[src/rtl/ripple_ctrl_pkg.sv]
// ============================================================================
// Module   : ripple_ctrl_pkg
// Brief    : Shared state, command and mode encodings for ripple_counter_ctrl.
// Revision : 1.0 - initial release
// ============================================================================
`default_nettype none

package ripple_ctrl_pkg;

  typedef enum logic [2:0] {
    ST_IDLE = 3'd0,
    ST_CLR  = 3'd1,
    ST_RUN  = 3'd2,
    ST_HOLD = 3'd3,
    ST_DONE = 3'd4
  } state_t;

  localparam logic [1:0] OP_START = 2'd0;
  localparam logic [1:0] OP_STOP  = 2'd1;
  localparam logic [1:0] OP_CLEAR = 2'd2;
  localparam logic [1:0] OP_LOAD  = 2'd3;

  localparam logic MODE_ONESHOT = 1'b0;
  localparam logic MODE_CONT    = 1'b1;

endpackage

`default_nettype wire

[src/rtl/ripple_counter_ctrl.sv]
// ============================================================================
// Module   : ripple_counter_ctrl
// Brief    : Command-driven sequencer for the ripple counter (one-shot/continuous).
// Revision : 1.0 - initial release
// ============================================================================
`default_nettype none

module ripple_counter_ctrl
  import ripple_ctrl_pkg::*;
#(
  parameter int BITS  = 2,
  parameter int WRAPW = 8
) (
  input  logic             wb_clk_i,
  input  logic             wb_rst_ni,
  input  logic             cmd_valid,
  output logic             cmd_ready,
  input  logic [1:0]       cmd_op,
  input  logic             cmd_mode,
  input  logic [BITS-1:0]  cmd_data,
  input  logic [BITS-1:0]  cnt_q,
  output logic             cnt_en,
  output logic             cnt_clr,
  output logic             busy,
  output logic             done,
  output logic             irq,
  output logic             cmd_err,
  output logic [WRAPW-1:0] wrap_cnt
);

  state_t            r_state;
  logic [BITS-1:0]   r_limit;
  logic              r_mode;
  logic              r_to_run;
  logic [WRAPW-1:0]  r_wrap;
  logic              r_irq;
  logic              r_err;

  state_t            w_state_nxt;
  logic [BITS-1:0]   w_limit_nxt;
  logic              w_mode_nxt;
  logic              w_to_run_nxt;
  logic [WRAPW-1:0]  w_wrap_nxt;
  logic              w_irq_nxt;
  logic              w_err_nxt;

  logic              w_accept;
  logic              w_term;
  logic [WRAPW-1:0]  w_wrap_inc;

  assign cmd_ready = (r_state != ST_CLR);
  assign w_accept  = cmd_valid && cmd_ready;
  assign w_term    = (r_state == ST_RUN) && (cnt_q == r_limit);

  // On the terminal cycle the counter must not advance; in continuous mode it is cleared instead.
  assign cnt_en    = (r_state == ST_RUN) && !w_term;
  assign cnt_clr   = (r_state == ST_CLR) || (w_term && (r_mode == MODE_CONT));

  assign busy      = (r_state == ST_CLR) || (r_state == ST_RUN);
  assign done      = (r_state == ST_DONE);
  assign irq       = r_irq;
  assign cmd_err   = r_err;
  assign wrap_cnt  = r_wrap;

  assign w_wrap_inc = (r_wrap == {WRAPW{1'b1}}) ? r_wrap : r_wrap + WRAPW'(1);

  always_ff @(posedge wb_clk_i or negedge wb_rst_ni) begin
    if (!wb_rst_ni) begin
      r_state  <= ST_IDLE;
      r_limit  <= {BITS{1'b1}};
      r_mode   <= MODE_ONESHOT;
      r_to_run <= 1'b0;
      r_wrap   <= '0;
      r_irq    <= 1'b0;
      r_err    <= 1'b0;
    end else begin
      r_state  <= w_state_nxt;
      r_limit  <= w_limit_nxt;
      r_mode   <= w_mode_nxt;
      r_to_run <= w_to_run_nxt;
      r_wrap   <= w_wrap_nxt;
      r_irq    <= w_irq_nxt;
      r_err    <= w_err_nxt;
    end
  end

  always_comb begin
    w_state_nxt  = r_state;
    w_limit_nxt  = r_limit;
    w_mode_nxt   = r_mode;
    w_to_run_nxt = r_to_run;
    w_wrap_nxt   = r_wrap;
    w_irq_nxt    = 1'b0;
    w_err_nxt    = 1'b0;

    case (r_state)
      ST_IDLE, ST_DONE: begin
        if (w_accept) begin
          case (cmd_op)
            OP_START: begin
              w_state_nxt  = ST_CLR;
              w_to_run_nxt = 1'b1;
              w_mode_nxt   = cmd_mode;
              w_wrap_nxt   = '0;
            end
            OP_CLEAR: begin
              w_state_nxt  = ST_CLR;
              w_to_run_nxt = 1'b0;
              w_wrap_nxt   = '0;
            end
            OP_LOAD:  w_limit_nxt = cmd_data;
            default:  w_err_nxt   = 1'b1;
          endcase
        end
      end

      ST_CLR: begin
        w_state_nxt = r_to_run ? ST_RUN : ST_IDLE;
      end

      ST_RUN: begin
        if (w_term && (r_mode == MODE_CONT)) begin
          w_wrap_nxt = w_wrap_inc;
        end
        // STOP/CLEAR override the terminal transition and swallow its irq.
        if (w_accept && (cmd_op == OP_STOP)) begin
          w_state_nxt = ST_HOLD;
        end else if (w_accept && (cmd_op == OP_CLEAR)) begin
          w_state_nxt  = ST_CLR;
          w_to_run_nxt = 1'b0;
          w_wrap_nxt   = '0;
        end else begin
          w_err_nxt = w_accept;
          if (w_term) begin
            w_irq_nxt = 1'b1;
            if (r_mode == MODE_ONESHOT) begin
              w_state_nxt = ST_DONE;
            end
          end
        end
      end

      ST_HOLD: begin
        if (w_accept) begin
          case (cmd_op)
            OP_START: w_state_nxt = ST_RUN;
            OP_CLEAR: begin
              w_state_nxt  = ST_CLR;
              w_to_run_nxt = 1'b0;
              w_wrap_nxt   = '0;
            end
            OP_LOAD:  w_limit_nxt = cmd_data;
            default:  w_err_nxt   = 1'b1;
          endcase
        end
      end

      default: w_state_nxt = ST_IDLE;
    endcase
  end

endmodule

`default_nettype wire

[config.mk]
export PLATFORM = sky130hd
export DESIGN_NAME = ripple_counter_ctrl
export DESIGN_NICKNAME = d
export VERILOG_FILES = /design/src/rtl/ripple_ctrl_pkg.sv /design/src/rtl/ripple_counter_ctrl.sv
export SDC_FILE = /design/constraint.sdc
export NUM_CORES = 1
export LEC_CHECK = 0
export BUFFER_PORTS_ARGS = -buffer_cell sky130_fd_sc_hd__clkbuf_2
export CAP_MARGIN = 25
export CELL_PAD_IN_SITES_DETAIL_PLACEMENT = 1
export CELL_PAD_IN_SITES_GLOBAL_PLACEMENT = 2
export CORE_MARGIN = 1.5
export CORE_UTILIZATION = 34
export CTS_CLUSTER_DIAMETER = 200
export DETAILED_ROUTE_END_ITERATION = 10
export HOLD_SLACK_MARGIN = 0.15
export PLACE_DENSITY = 0.94
export SLEW_MARGIN = 20
export SYNTH_ARGS = -nofsm -noshare
export SYNTH_HDL_FRONTEND = slang
export SYNTH_SLANG_ARGS = --single-unit
[constraint.sdc]
create_clock -name wb_clk_i -period 4.3 [get_ports wb_clk_i]
set_clock_uncertainty 0.15 [all_clocks]
set_input_delay 0.215 -clock wb_clk_i [delete_from_list [all_inputs] [get_ports wb_clk_i]]
set_output_delay 0.215 -clock wb_clk_i [all_outputs]
set_load 0.005 [all_outputs]
### Yosys cells after proc, flatten, opt, wreduce, memory -nomap -nowiden

Cells that the tools add are included.

| cells by class | value |
|---|---|
| add/sub/neg operators | 1 |
| eq/ne operators | 20 |
| mux-type cells | 35 |
| reduce and logical (&&, ||, !) cells | 21 |

Operator list:

| cell | number |
|---|---|
| $mux 8 | 8 |
| $pmux 8 s3 | 1 |
| $mux 3 | 7 |
| $mux 1 | 13 |
| $pmux 3 s4 | 1 |
| $ne 2x2->1 const B | 5 |
| $add 8x1->8 const B | 1 |
| $eq 8x8->1 const B | 1 |
| $ne 4x2->1 const B | 2 |
| $reduce_and 7->1 | 1 |
| $eq 3x2->1 const B | 2 |
| $logic_and 1x1->1 | 6 |
| $ne 3x3->1 const B | 2 |
| $pmux 3 s2 | 1 |
| $reduce_and 3->1 | 2 |
| $reduce_and 6->1 | 1 |
| $reduce_or 3->1 | 2 |
| $reduce_and 5->1 | 1 |
| $eq 2x2->1 const B | 2 |
| $pmux 1 s2 | 2 |
| $reduce_or 2->1 | 2 |
| $eq 3x1->1 const B | 1 |
| $eq 3x3->1 const B | 1 |
| $logic_not 3->1 | 1 |
| 10 further kinds | 11 |

| word-level totals | value |
|---|---|
| register bits | 17 |
| input port bits | 10 |
| word-level logic and storage cells | 84 |

### Depth between registers and ports, before layout

| depth | value |
|---|---|
| word-level depth | 7 |
| gate-level depth with buffers | 6 |
| mapped depth without buffers | 5 |

### Worst setup path before layout

No wires, ideal clock.

| timing | value |
|---|---|
| path type | reg-to-reg |
| from | register r_wrap[0], in the netlist wrap_cnt[0] |
| to | register r_wrap[4], in the netlist wrap_cnt[4] |
| arrival time | 1.687 ns |
| required time | 4.073 ns |
| slack | 2.386 ns |
| cell stages (with the launch flop) | 7 |
| path buffers | 1 |
| cells stage by stage | dfrtp_1 -> ha_1 -> and3_1 -> nor2b_1 -> buf_1 -> or4_1 -> a21oi_1 |

| between the ends | value |
|---|---|
| cells in the longest elaborated chain, start to end | 6 |
| elaborated cells on any way between the ends | 7 |

Ends and longest elaborated chain:

| element | RTL line | RTL |
|---|---|---|
| start, declared | ripple_counter_ctrl.sv:35 | `logic [WRAPW-1:0] r_wrap;` |
| start signal, assigned | ripple_counter_ctrl.sv:81 | `r_wrap <= w_wrap_nxt;` |
| $add 8x1->8 or $eq 8x8->1 (tied branches) | ripple_counter_ctrl.sv:65 | `assign w_wrap_inc = (r_wrap == {WRAPW{1'b1}}) ? r_wrap : r_wrap + WRAPW'(1);` |
| $mux 8 (*) | ripple_counter_ctrl.sv:65 |  |
| $mux 8 (*) | ripple_counter_ctrl.sv:122 | `if (w_term && (r_mode == MODE_CONT)) begin` |
| $mux 8 | ripple_counter_ctrl.sv:128 | `end else if (w_accept && (cmd_op == OP_CLEAR)) begin` |
| $mux 8 (*) | ripple_counter_ctrl.sv:126 | `if (w_accept && (cmd_op == OP_STOP)) begin` |
| $pmux 8 s3 (*) | ripple_counter_ctrl.sv:96 | `case (r_state)` |

Every way passes the cells marked *; elsewhere a longest branch is shown, timed or not.
A chain may end at the register's enable or synchronous reset.

### Worst setup path in the final report

| timing | value |
|---|---|
| from | input port cnt_q[1] |
| to | register r_wrap[4], in the netlist wrap_cnt[4] |

| between the ends | value |
|---|---|
| cells in the longest elaborated chain, start to end | 7 |

Ends and longest elaborated chain:

| element | RTL line | RTL |
|---|---|---|
| start, declared | ripple_counter_ctrl.sv:21 | `input logic [BITS-1:0] cnt_q,` |
| $eq 2x2->1 (*) | ripple_counter_ctrl.sv:53 | `assign w_term = (r_state == ST_RUN) && (cnt_q == r_limit);` |
| $logic_and 1x1->1 (*) | ripple_counter_ctrl.sv:53 |  |
| $logic_and 1x1->1 (*) | ripple_counter_ctrl.sv:122 |  |
| $mux 8 (*) | ripple_counter_ctrl.sv:122 |  |
| $mux 8 | ripple_counter_ctrl.sv:128 |  |
| $mux 8 (*) | ripple_counter_ctrl.sv:126 |  |
| $pmux 8 s3 (*) | ripple_counter_ctrl.sv:96 |  |

Marked as above.

==> results.toml <==
[power]
p_int_uw = 393.2
pwr_density_cell_nw_per_um2 = 490.8
pwr-share-clk_pct = 13.4
switching_share_pct = 40.32
seqPwrFrac_pct = 40.0
power.leakage_nw = 0.5874
p_sw_uw = 265.7
peakVddDrop_mv = 0.2635
pwr-share-comb_pct = 46.6

[placement]
pre_cts_ws_ps = 2135
routabilityCongestion = 0.8454
portBuffers = 24
place_hpwl_mm = 2.052

[setup_path]
crit_path_end_kind = "register"
worst_ep_required_time_ps = 4370
r2r-start = "r_limit[1]"
rr_worst_depth = 4
path_class = "input pin to register"
startpoint = "cnt_q[1]"
crit_fanout = 16
worstPathArrival_ps = 2360
crit_path_start_kind = "input pin"

[sta]
period_share_pct = 53.27
worstMarginPinSlew_ps = 646.8
fin_ws_ps = 2009
tns_ps = 0
setup_viol = 0
max-slew-margin-rel_pct = 56.79
final_max_slew_viol_count = 0
fin_crit_ps = 2291
rsz0062_at_grt = "false"
max_freq_ghz = 0.4365
hold_viol_final = 0

[cts]
insertion_delay_ps = 290
tritoncts = "built"
cts_hold_buf = 8
cts_buffers = 3
cts_root_buffer = "clkbuf_4"
cts-root-to-sink-buffers = 2
ctsResizeCount = 0
clock_sinks = 17
ctsHtreeMaxLevel = 1
post_cts_buffers = 0
clk_pin_slew_ps = 100

[logic_synthesis]
postSynth.asyncResetShare_pct = 100.0
netlist_instances = 117
ys_warn_count = 0
synth.area.top_cells = "dfrtp_1, dfstp_2, nor2b_1"
synth_fp_nets = 128
ys.flop_type = "dfrtp_1"
synthDistinctLibCells = 43
syn_area_per_cell_sq_um = 9.250
yosysTopAreaCellShare_pct = 34.68
synth_edf_count = 0
syn-cell-area_sq_um = 1082
ys_seq_elements = 17
yosysTopAreaCell = "dfrtp_1"
yosysSeqAreaShare_pct = 39.54

[floorplanning]
fp.coreArea_sq_um = 3028
die_area_sq_um = 3531
io_pins = 25
die_y_um = 59.42
rows = 20
fp.dieW_um = 59.42
start_util_pct = 35.74

[grt]
grt_use_met3_pct = 3.275
grt_overflow_total = 0
grt_util_met1_pct = 21.65
antenna_found_initial = 0
grt_pass1_wl_mm = 4.457
met2_usage_pct = 28.89
busiest_layer = "met2"
grt_use_total_pct = 16.69
grt_pass1_vias = 961
grt_max_degree = 18

[drt]
drc = 0
vias = 1008
finalWirelength_mm = 2.689
ant_nets = 0
vias_per_cell = 5.250
drtIter0Drc = 9
wire_per_inst_um = 14.01
dr.pass1.iters = 3

[final_layout]
syn2layout_area_growth_pct = 24.05
layout_common_cells = "clkbuf_2, dfrtp_1, nand2_1"
drive_gt1_share_pct = 26.35
finish.utilization_pct = 44.34
num_antenna_cells = 0
nNetsFinal = 160
final_common_cell = "clkbuf_2"
fill_cells = 356

[hold_path]
hold_class = "input pin to register"
hold_path.startpoint = "cmd_op[0]"
whs_path_depth = 3

[job]
cap_violations = 0

[run_status]
outcome = "complete, no violations"
==> per-layer routing <==
layer	routed length, um	up-vias
met4	0	0
li1	-	498
met5	0	-
met1	1244	491
met2	1357	19
met3	88	0
==> metrics by stage <==
| stage | power, mW | area [sq um] | std cells | hold slack [ps] |
|---|---|---|---|---|
| 2_1_floorplan | 0.4713 | 1082 | 117 | -230.6 |
| 3_3_place_gp | 0.5547 | 1236 | 180 | 33.37 |
| 3_5_place_dp | 0.5635 | 1236 | 180 | 33.32 |
| 4_1_cts | 0.6675 | 1343 | 192 | 159.1 |
| 5_1_grt | 0.7207 | 1343 | 192 | 176.6 |
| 6_report | 0.6589 | 1343 | 192 | 167.3 |
==> worst max-delay path, cell delays in order <==
cell,delay (ps)
dlygate4sd3_1,530
clkbuf_2,110
xnor2_1,300
nand4_2,410
or4_1,620
a21oi_1,170
==> Yosys cell counts, types with 2 or more instances <==
master,count
nand3_1,4
a21oi_1,8
nand3b_1,2
or3_1,3
buf_2,2
o311ai_0,2
o21ai_0,6
or4_1,2
o41ai_1,2
nor2b_1,7
xnor2_1,2
or3b_1,2
and3b_1,4
o31ai_1,2
dfstp_2,2
nor2_1,8
or2_2,2
nand2b_1,3
nand2_1,11
o211ai_1,2
mux2_2,3
inv_1,2
dfrtp_1,15
clkbuf_1,2
==> power by group through the flow <==
stage | sequential, mW | clock [mW] | combinational [mW]
final | 0.263 | 0.0882 | 0.307
after global routing | 0.274 | 0.0983 | 0.348
after CTS | 0.264 | 0.0926 | 0.311
after detailed placement | 0.266 | 0 | 0.298
after global placement | 0.262 | 0 | 0.292
after floorplan | 0.244 | 0 | 0.227
==> worst paths after layout <==
check / to / slack (ps)
max: wrap_cnt[4] / 2010
min: cmd_err / 170
max reg2reg: wrap_cnt[4] / 2120
min reg2reg: r_mode / 420
max in group asynchronous: r_limit[1] / 3410
min in group asynchronous: r_state[1] / 260
==> area by class of cell <==
class | instances | area (sq um) | area share [%]
multi-input cells | 93 | 625.6 | 46.60
flip-flops and latches | 17 | 427.9 | 31.87
repair buffers | 32 | 200.2 | 14.91
well taps | 44 | 55.05 | 4.101
clock buffers | 4 | 26.28 | 1.957
inverters | 2 | 7.507 | 0.5592
==> logic make-up after synthesis <==
group                    after synthesis  synth area share (%)
multiplexers                           4                 4.046
AND/OR/NAND/NOR                       54                 30.52
flip-flops                            17                 39.54
XOR/XNOR                               3                 2.428
AO/OA/AOI/OAI                         31                 19.65
adder cells (fa/ha/maj)                1                 1.156
buffers and inverters                  7                 2.659
==> state kept, by name, indices dropped and copies added (netlist names) <==
name,cells
wrap_cnt,8
r_mode,1
r_limit,2
r_to_run,1
r_state,3
cmd_err,1
irq,1
No activity file was read; power rests on OpenSTA's default activity.
